===== config.mk =====
export PLATFORM = sky130hd
export DESIGN_NAME = sync_fifo
export DESIGN_NICKNAME = d
export VERILOG_FILES = /design/src/rtl/sync_fifo_pkg.sv /design/src/rtl/sync_fifo_ram.sv /design/src/rtl/sync_fifo.sv
export SDC_FILE = /design/constraint.sdc
export NUM_CORES = 1
export LEC_CHECK = 0
export CAP_MARGIN = 25
export CORE_MARGIN = 2
export CORE_UTILIZATION = 40
export DETAILED_ROUTE_END_ITERATION = 16
export GPL_TIMING_DRIVEN = 0
export SLEW_MARGIN = 20
export SYNTH_ARGS = -nofsm -noshare
export SYNTH_HDL_FRONTEND = slang
export SYNTH_SLANG_ARGS = --single-unit

===== constraint.sdc =====
create_clock -name clk -period 5.9 [get_ports clk]
set_input_delay 0.885 -clock clk [delete_from_list [all_inputs] [get_ports clk]]
set_output_delay 0.885 -clock clk [all_outputs]
set_load 0.005 [all_outputs]

===== src/rtl/sync_fifo_pkg.sv =====
// rtl/sync_fifo_pkg.sv - shared sizing helpers for the single-clock FIFO
package sync_fifo_pkg;

    function automatic int clog2(input int value);
        int r;
        r = 0;
        while ((1 << r) < value) begin
            r = r + 1;
        end
        return r;
    endfunction

    // Pointers and occupancy carry one extra bit so full and empty stay distinct
    function automatic int cnt_width(input int depth);
        return clog2(depth) + 1;
    endfunction

endpackage


===== src/rtl/sync_fifo_ram.sv =====
// rtl/sync_fifo_ram.sv - simple dual-port RAM, synchronous write, registered read
module sync_fifo_ram
    import sync_fifo_pkg::*;
#(
    parameter int WSIZE = 8,
    parameter int DSIZE = 32,
    localparam int AW = clog2(DSIZE)
) (
    input  logic             clk,
    input  logic             rst,
    input  logic             we,
    input  logic [AW-1:0]    waddr,
    input  logic [WSIZE-1:0] wdata,
    input  logic             re,
    input  logic [AW-1:0]    raddr,
    output logic [WSIZE-1:0] rdata
);

    logic [WSIZE-1:0] mem [DSIZE];

    always_ff @(posedge clk) begin
        if (we) begin
            mem[waddr] <= wdata;
        end
    end

    // Only the output register is reset; array contents are left as they are
    always_ff @(posedge clk) begin
        if (!rst) begin
            rdata <= '0;
        end else if (re) begin
            rdata <= mem[raddr];
        end
    end

endmodule


===== src/rtl/sync_fifo.sv =====
// rtl/sync_fifo.sv - single-clock FIFO top; SYNC_FIFO_ERR_EN adds sticky overflow/underflow flags
module sync_fifo
    import sync_fifo_pkg::*;
#(
    parameter int WSIZE    = 8,
    parameter int DSIZE    = 32,
    parameter int AF_LEVEL = DSIZE - 4,
    parameter int AE_LEVEL = 4,
    localparam int AW = clog2(DSIZE),
    localparam int CW = cnt_width(DSIZE)
) (
    input  logic             clk,
    input  logic             rst,
    input  logic [WSIZE-1:0] wdata,
    input  logic             we,
    input  logic             re,
    output logic [WSIZE-1:0] rdata,
    output logic             full,
    output logic             empty,
    output logic             almost_full,
    output logic             almost_empty,
    output logic [CW-1:0]    count
`ifdef SYNC_FIFO_ERR_EN
    ,
    input  logic             err_clr,
    output logic             overflow,
    output logic             underflow
`endif
);

    localparam logic [CW-1:0] DEPTH_C = DSIZE[CW-1:0];
    localparam logic [CW-1:0] AF_C    = AF_LEVEL[CW-1:0];
    localparam logic [CW-1:0] AE_C    = AE_LEVEL[CW-1:0];
    localparam logic [CW-1:0] ONE_C   = {{(CW-1){1'b0}}, 1'b1};

    logic [CW-1:0] wptr;
    logic [CW-1:0] rptr;
    logic [CW-1:0] count_next;
    logic          wr_ok;
    logic          rd_ok;

    // A full FIFO still takes a write when a read frees the slot in the same edge
    assign wr_ok = we && (!full || re);
    assign rd_ok = re && !empty;

    always_comb begin
        count_next = count;
        if (wr_ok && !rd_ok) begin
            count_next = count + ONE_C;
        end else if (rd_ok && !wr_ok) begin
            count_next = count - ONE_C;
        end
    end

    always_ff @(posedge clk) begin
        if (!rst) begin
            wptr         <= '0;
            rptr         <= '0;
            count        <= '0;
            empty        <= 1'b1;
            full         <= 1'b0;
            almost_empty <= 1'b1;
            almost_full  <= 1'b0;
        end else begin
            if (wr_ok) begin
                wptr <= wptr + ONE_C;
            end
            if (rd_ok) begin
                rptr <= rptr + ONE_C;
            end
            count        <= count_next;
            empty        <= (count_next == '0);
            full         <= (count_next == DEPTH_C);
            almost_empty <= (count_next <= AE_C);
            almost_full  <= (count_next >= AF_C);
        end
    end

    sync_fifo_ram #(
        .WSIZE(WSIZE),
        .DSIZE(DSIZE)
    ) u_ram (
        .clk   (clk),
        .rst   (rst),
        .we    (wr_ok && rst),
        .waddr (wptr[AW-1:0]),
        .wdata (wdata),
        .re    (rd_ok),
        .raddr (rptr[AW-1:0]),
        .rdata (rdata)
    );

`ifdef SYNC_FIFO_ERR_EN
    // Set is evaluated after clear so a simultaneous event keeps the flag up
    always_ff @(posedge clk) begin
        if (!rst) begin
            overflow  <= 1'b0;
            underflow <= 1'b0;
        end else begin
            if (err_clr) begin
                overflow  <= 1'b0;
                underflow <= 1'b0;
            end
            if (we && full && !re) begin
                overflow <= 1'b1;
            end
            if (re && empty) begin
                underflow <= 1'b1;
            end
        end
    end
`endif

endmodule


==> results of run 1 <==
## worst reg2reg max path, cell delays in order (launching register included)
cell and delay [ps]:
dfxtp_1 340, clkbuf_1 280, clkbuf_1 580, mux4_2 430
a2111oi_1 560, a21oi_1 120, a22o_1 210
## stage by stage
stage | worst slack (ps) | cell area, um2
after floorplan | 3510 | 11200
after detailed placement | 2220 | 11900
final | 2820 | 12800
after CTS | 2780 | 12800
after global routing | 2630 | 12800
after global placement | 2340 | 11900
## worst min-delay path by stage
stage                   startpoint              to  slack (ps)  cells after the start
floorplan           u_ram.rdata[1]  u_ram.rdata[1]         470                      1
global route        u_ram.rdata[4]  u_ram.rdata[4]         510                      1
detailed placement  u_ram.rdata[6]  u_ram.rdata[6]         480                      1
global placement    u_ram.rdata[7]  u_ram.rdata[7]         460                      1
finish              u_ram.rdata[6]  u_ram.rdata[6]         500                      1
CTS                 u_ram.rdata[6]  u_ram.rdata[6]         490                      1
## power by group
| part | internal [mW] | switching [mW] | total, mW |
|---|---|---|---|
| registers | 2.23 | 0.0279 | 2.25 |
| logic | 0.259 | 0.288 | 0.548 |
| clock network | 1.02 | 0.717 | 1.74 |
| total | 3.50 | 1.03 | 4.54 |
## logic make-up after synthesis
kind of cell	Yosys count	share of synthesized area, %
adder cells (fa/ha/maj)	7	0.784
AND/OR/NAND/NOR	101	4.53
buffers and inverters	38	1.78
XOR/XNOR	14	1.10
multiplexers	80	12.7
AO/OA/AOI/OAI	76	5.27
flip-flops	284	73.8
## cells in the final DEF, fill, tap and decap left out, drive strengths merged, types with 2 or more instances in the layout
cell type and instances:
mux2i 31, clkinvlp 2, a31oi 2, and2 16
o221ai 8, a21oi 16, a22o 15, clkinv 11
inv 6, a2111oi 8, nand4 6, ha 7
a22oi 9, a21boi 2, buf 23, o22ai 7
nor2b 9, clkdlybuf4s50 23, clkbuf 50, mux4 49
nand2b 2, dfxtp 28, nand3 7, xnor2 13
nor2 40, bufinv 3, o21ai 4, edfxtp 256
nand2 14
## final cells by class
class / count / area (um2) / area share, %
Buffer: 32 / 176 / 1.37
Clock buffer: 33 / 741 / 5.77
Clock inverter: 16 / 153 / 1.19
Inverter: 6 / 22.5 / 0.176
Multi-Input combinational cell: 278 / 2730 / 21.3
Sequential cell: 284 / 8250 / 64.3
Tap cell: 378 / 473 / 3.69
Timing Repair Buffer: 31 / 290 / 2.26
## registers in the layout, summed over array words and instances, names as in the netlist
| signal | flops |
|---|---|
| full | 1 |
| almost_empty | 1 |
| u_ram.rdata | 8 |
| rptr | 5 |
| u_ram.mem | 256 |
| wptr | 5 |
| count | 6 |
| empty | 1 |
| almost_full | 1 |
## per-layer routing
layer | wire length [um] | track usage (%) | up-vias
li1 | - | - | 2542
met1 | 10700 | 23.3 | 3004
met2 | 12500 | 29.4 | 166
met3 | 1160 | 2.38 | 28
met4 | 365 | 3.76 | 0
met5 | 0 | 0 | -
==> run metrics, run 1 <==
status finished clean; Pleak between 3 and 4 nW; Cell Area, Synth 0.0112 mm2; share of layout cells above drive strength 1 16.6%; Max FO, Critical Path 9; Placed Cells 1009; Mapped Nets 619; Post-DP HPWL 16.1 mm; # resized after CTS 0; CP Data Arrival Time about 3200 ps; CP required about 6000 ps; RSZ-0062 raised after global routing false; Clock Skew 16.6 ps; port buffer count 29; R2R Setup Slk 3280 ps; worst r2r src rptr[1]; critical path depth in cells 6; clock tree buffer depth 3; Sink Count around 280; largest cells by area after synthesis edfxtp_1, mux4_2, dfxtp_1; Slew HR 42.2%; Avg WL per Cell 23.4 um; initial core utilization roughly 40%; largest net degree at the start of global routing 33; CTS Buf Count 28; CTS tree built; worst hold slack 495 ps; Core Rows 61; ys async rst share 0%; fin util 46.4%; Tmin final 3080 ps; Tot GR Track Use 17.1%; top-area cell type share of the netlist area 68.8%; Post-synth EDFFs about 260; DRC 0; cell count after synthesis 600; global-route wire length before repair 36.6 mm; crit path from re; Die ar. 0.0293 mm2; Final ANT Viol Nets 0; routability cong. 0.864; Critical Path, Cell by Cell clkdlybuf4s50_1, nand2b_1, and2_1, clkbuf_1, nand2_1, nor2_1; Skew-Pair Late Insertion Delay 540 ps; Worst R2R End u_ram.rdata[5]; slowest stage delay, CP 800 ps; final WL 24.8 mm; CP Launch Type primary input; Setup Viol. Count Final 0; CP endpoint u_ram.mem[8][6]; fin cells between 1000 and 1500; Power Dens Cells 354 mW/mm2; Setup CP Type in -> reg; Clock Tree Root clkbuf_16; Buf/Inv on CP 2; most frequent cell after synthesis edfxtp_1; CP delay by family, top simple AND/OR/NAND/NOR gates; total power ~4.5 mW; TNS Setup 0 ps; Boundary Pins 30; # H-tree levels 1; slowest stage cell on the critical path nor2_1; Worst Reg2Reg Path Length in Cells 6; DRT Pass-1 Iters 5; Yosys reg bits 284; clock-pin transition on the worst setup and hold timing paths 60 ps; Vias/cell 5.43; Iter 0 DRT Violations 483; synth warn 0; final worst path period share between 50% and 60%; total grt overflow 0; vias in the first global route 5845; Synth area leader edfxtp_1; Slew @ Worst Pin 863 ps; postcts setup bufs 0; Die X about 170 um; hold_buf cts 0; Commonest cells post-synth edfxtp_1, mux4_2, nor2_1; Die Y 171 um; Hold Path Class reg -> reg; VDD IR max 0.000221 V; Final Hold Viols 0; maximum clock frequency 325 MHz; Total Nets Final 680; max-cap violations 0; DR vias about 5700; ys flop type edfxtp_1; Inserted Diodes 0; post-synthesis to final-layout area growth 14.8%; Seq/Total Area, Yosys 73.8%; Core Footprint around 0.028 mm2; distinct cell type count after synthesis between 40 and 50; crit path capture type flop; number of fill cells in the layout between 2000 and 2500; Pins Over Slew Limit 0; antenna violations before repair 0; syn avg cell area 18.6 um2
Power figures use the tool's default switching activity.
==> run 2: changes to the inputs <==
==> constraint.sdc (replaced) <==
create_clock -name clk -period 2.7 [get_ports clk]
set_input_delay 0.405 -clock clk [delete_from_list [all_inputs] [get_ports clk]]
set_output_delay 0.405 -clock clk [all_outputs]
set_load 0.005 [all_outputs]
==> run metrics, run 2 (synthesized netlist as in run 1, its figures left out) <==
status finished clean; VDD IR max 0.000484 V; hold wc startpoint wdata[5]; Total Nets Final 680; R2R Setup Slk approximately 100 ps; global-route wire length before repair approximately 37 mm; Top reg by flops u_ram.mem; Skew-Pair Late Insertion Delay approximately 540 ps; Vias/cell about 5.5; number of fill cells in the layout 2376; worst hold slack 436 ps; Avg WL per Cell 23.5 um; Die Y 171 um; Core Rows 61; maximum clock frequency between 300 and 400 MHz; biggest regs u_ram.mem (256), u_ram.rdata (8), count (6); hold depth 1; largest net degree at the start of global routing 33; Pleak a little under 4 nW; post-synthesis to final-layout area growth 15.1%; Sink Count 284; crit path capture type flop; final WL 24.8 mm; Tot GR Track Use 17.1%; routability cong. 0.864; antenna violations before repair 0; vias in the first global route 5845; CTS Buf Count 28; clock tree buffer depth 3; Inserted Diodes 0; # H-tree levels 1; Max FO, Critical Path 9; Slew HR about 44%; most common cell after layout, fill and taps aside edfxtp_1; Die ar. ~0.029 mm2; Setup CP Type in -> reg; Die X between 150 and 200 um; port buffer count 29; Power Dens Cells 772 mW/mm2; Post-DP HPWL 16.1 mm; total grt overflow 0; area of the multi-input gates between 0.002 and 0.003 mm2; initial core utilization 40.4%; Tmin final between 2000 and 3000 ps; DR vias roughly 5800; Hold Path Class in -> reg; DRT Pass-1 Iters 4; Register Area 0.00825 mm2; Slew @ Worst Pin 841 ps; Worst R2R End u_ram.rdata[5]; Final Hold Viols 0; Pins Over Slew Limit 0; CTS tree built; DRC 0; Iter 0 DRT Violations ~410; worst r2r src rptr[1]; final worst path period share 97.1%; Boundary Pins 30; Core Footprint ~0.028 mm2; Clock Tree Root clkbuf_16; clock-pin transition on the worst setup and hold timing paths 60 ps; CP required ~2900 ps; Worst Reg2Reg Path Length in Cells 6; CP Launch Type primary input; max-cap violations 0; CP Data Arrival Time 2780 ps; Clock Skew 16.6 ps; RSZ-0062 raised after global routing true; max reg flops 256; fin util 46.5%; most frequent cells in the layout edfxtp_1, mux4_2, mux2i_1; Final ANT Viol Nets 0; Setup Viol. Count Final 0; share of layout cells above drive strength 1 a little under a fifth; Hold Path End u_ram.mem[5][5]
[run 2: cell counts in the layout (fill, tap and decap cells not counted)]
No cell type changed its count.
[run 2: worst max-delay path by stage]
stage	end	cells after the start	startpoint	slack [ps]
6_report	u_ram.mem[11][2]	6	re	80
5_1_grt	u_ram.mem[18][3]	6	re	-60
4_1_cts	u_ram.mem[11][2]	6	re	60
2_1_floorplan	u_ram.rdata[1]	7	rptr[0]	680
3_5_place_dp	u_ram.mem[19][7]	6	re	-500
3_3_place_gp	u_ram.mem[11][3]	6	re	-380
[run 2: repair_timing]
| action | CTS | global route |
|---|---|---|
| resized for setup | 0 | 11 |
| hold buffers | 0 | 0 |
| setup buffers | 0 | 0 |
| endpoints found under the setup margin | 0 | 131 |
[run 2: through the flow]
step	cells	setup WS (ps)	power (mW)	area (um2)	TNS, ps
2_1_floorplan	600	681	5.78	11200	0
3_3_place_gp	1007	-380	6.20	11900	-82010
3_5_place_dp	1009	-498	6.22	11900	-102430
4_1_cts	1058	55.1	9.98	12800	0
5_1_grt	1058	-63.4	10.3	12900	-4500
6_report	1058	78.0	9.92	12900	0
[run 2: metal layers]
metal / share of wire [%] / track usage, %
met1: 43 / 23.3
met2: 50 / 29.4
met3: 5.0 / 2.38
met4: 1.5 / 3.76
met5: 0 / 0
[run 2: critical path, stage by stage]
cell             delay [ps]
clkdlybuf4s50_1         530
nand2b_1                160
and2_1                  130
clkbuf_1                310
nand2_1                 440
nor2_1                  790
[run 2: final cells by class]
type,instances,area share [%]
flip-flops and latches,284,64.1
multi-input cells,278,21.4
clock buffers,33,5.76
well taps,378,3.68
repair buffers,31,2.26
plain buffers,32,1.37
clock inverters,16,1.19
inverters,6,0.175
[run 2: report_power, final]
part           total, mW  internal (mW)  switching, mW
combinational       1.20          0.567          0.633
sequential          4.92           4.86         0.0610
clock               3.80           2.23           1.57
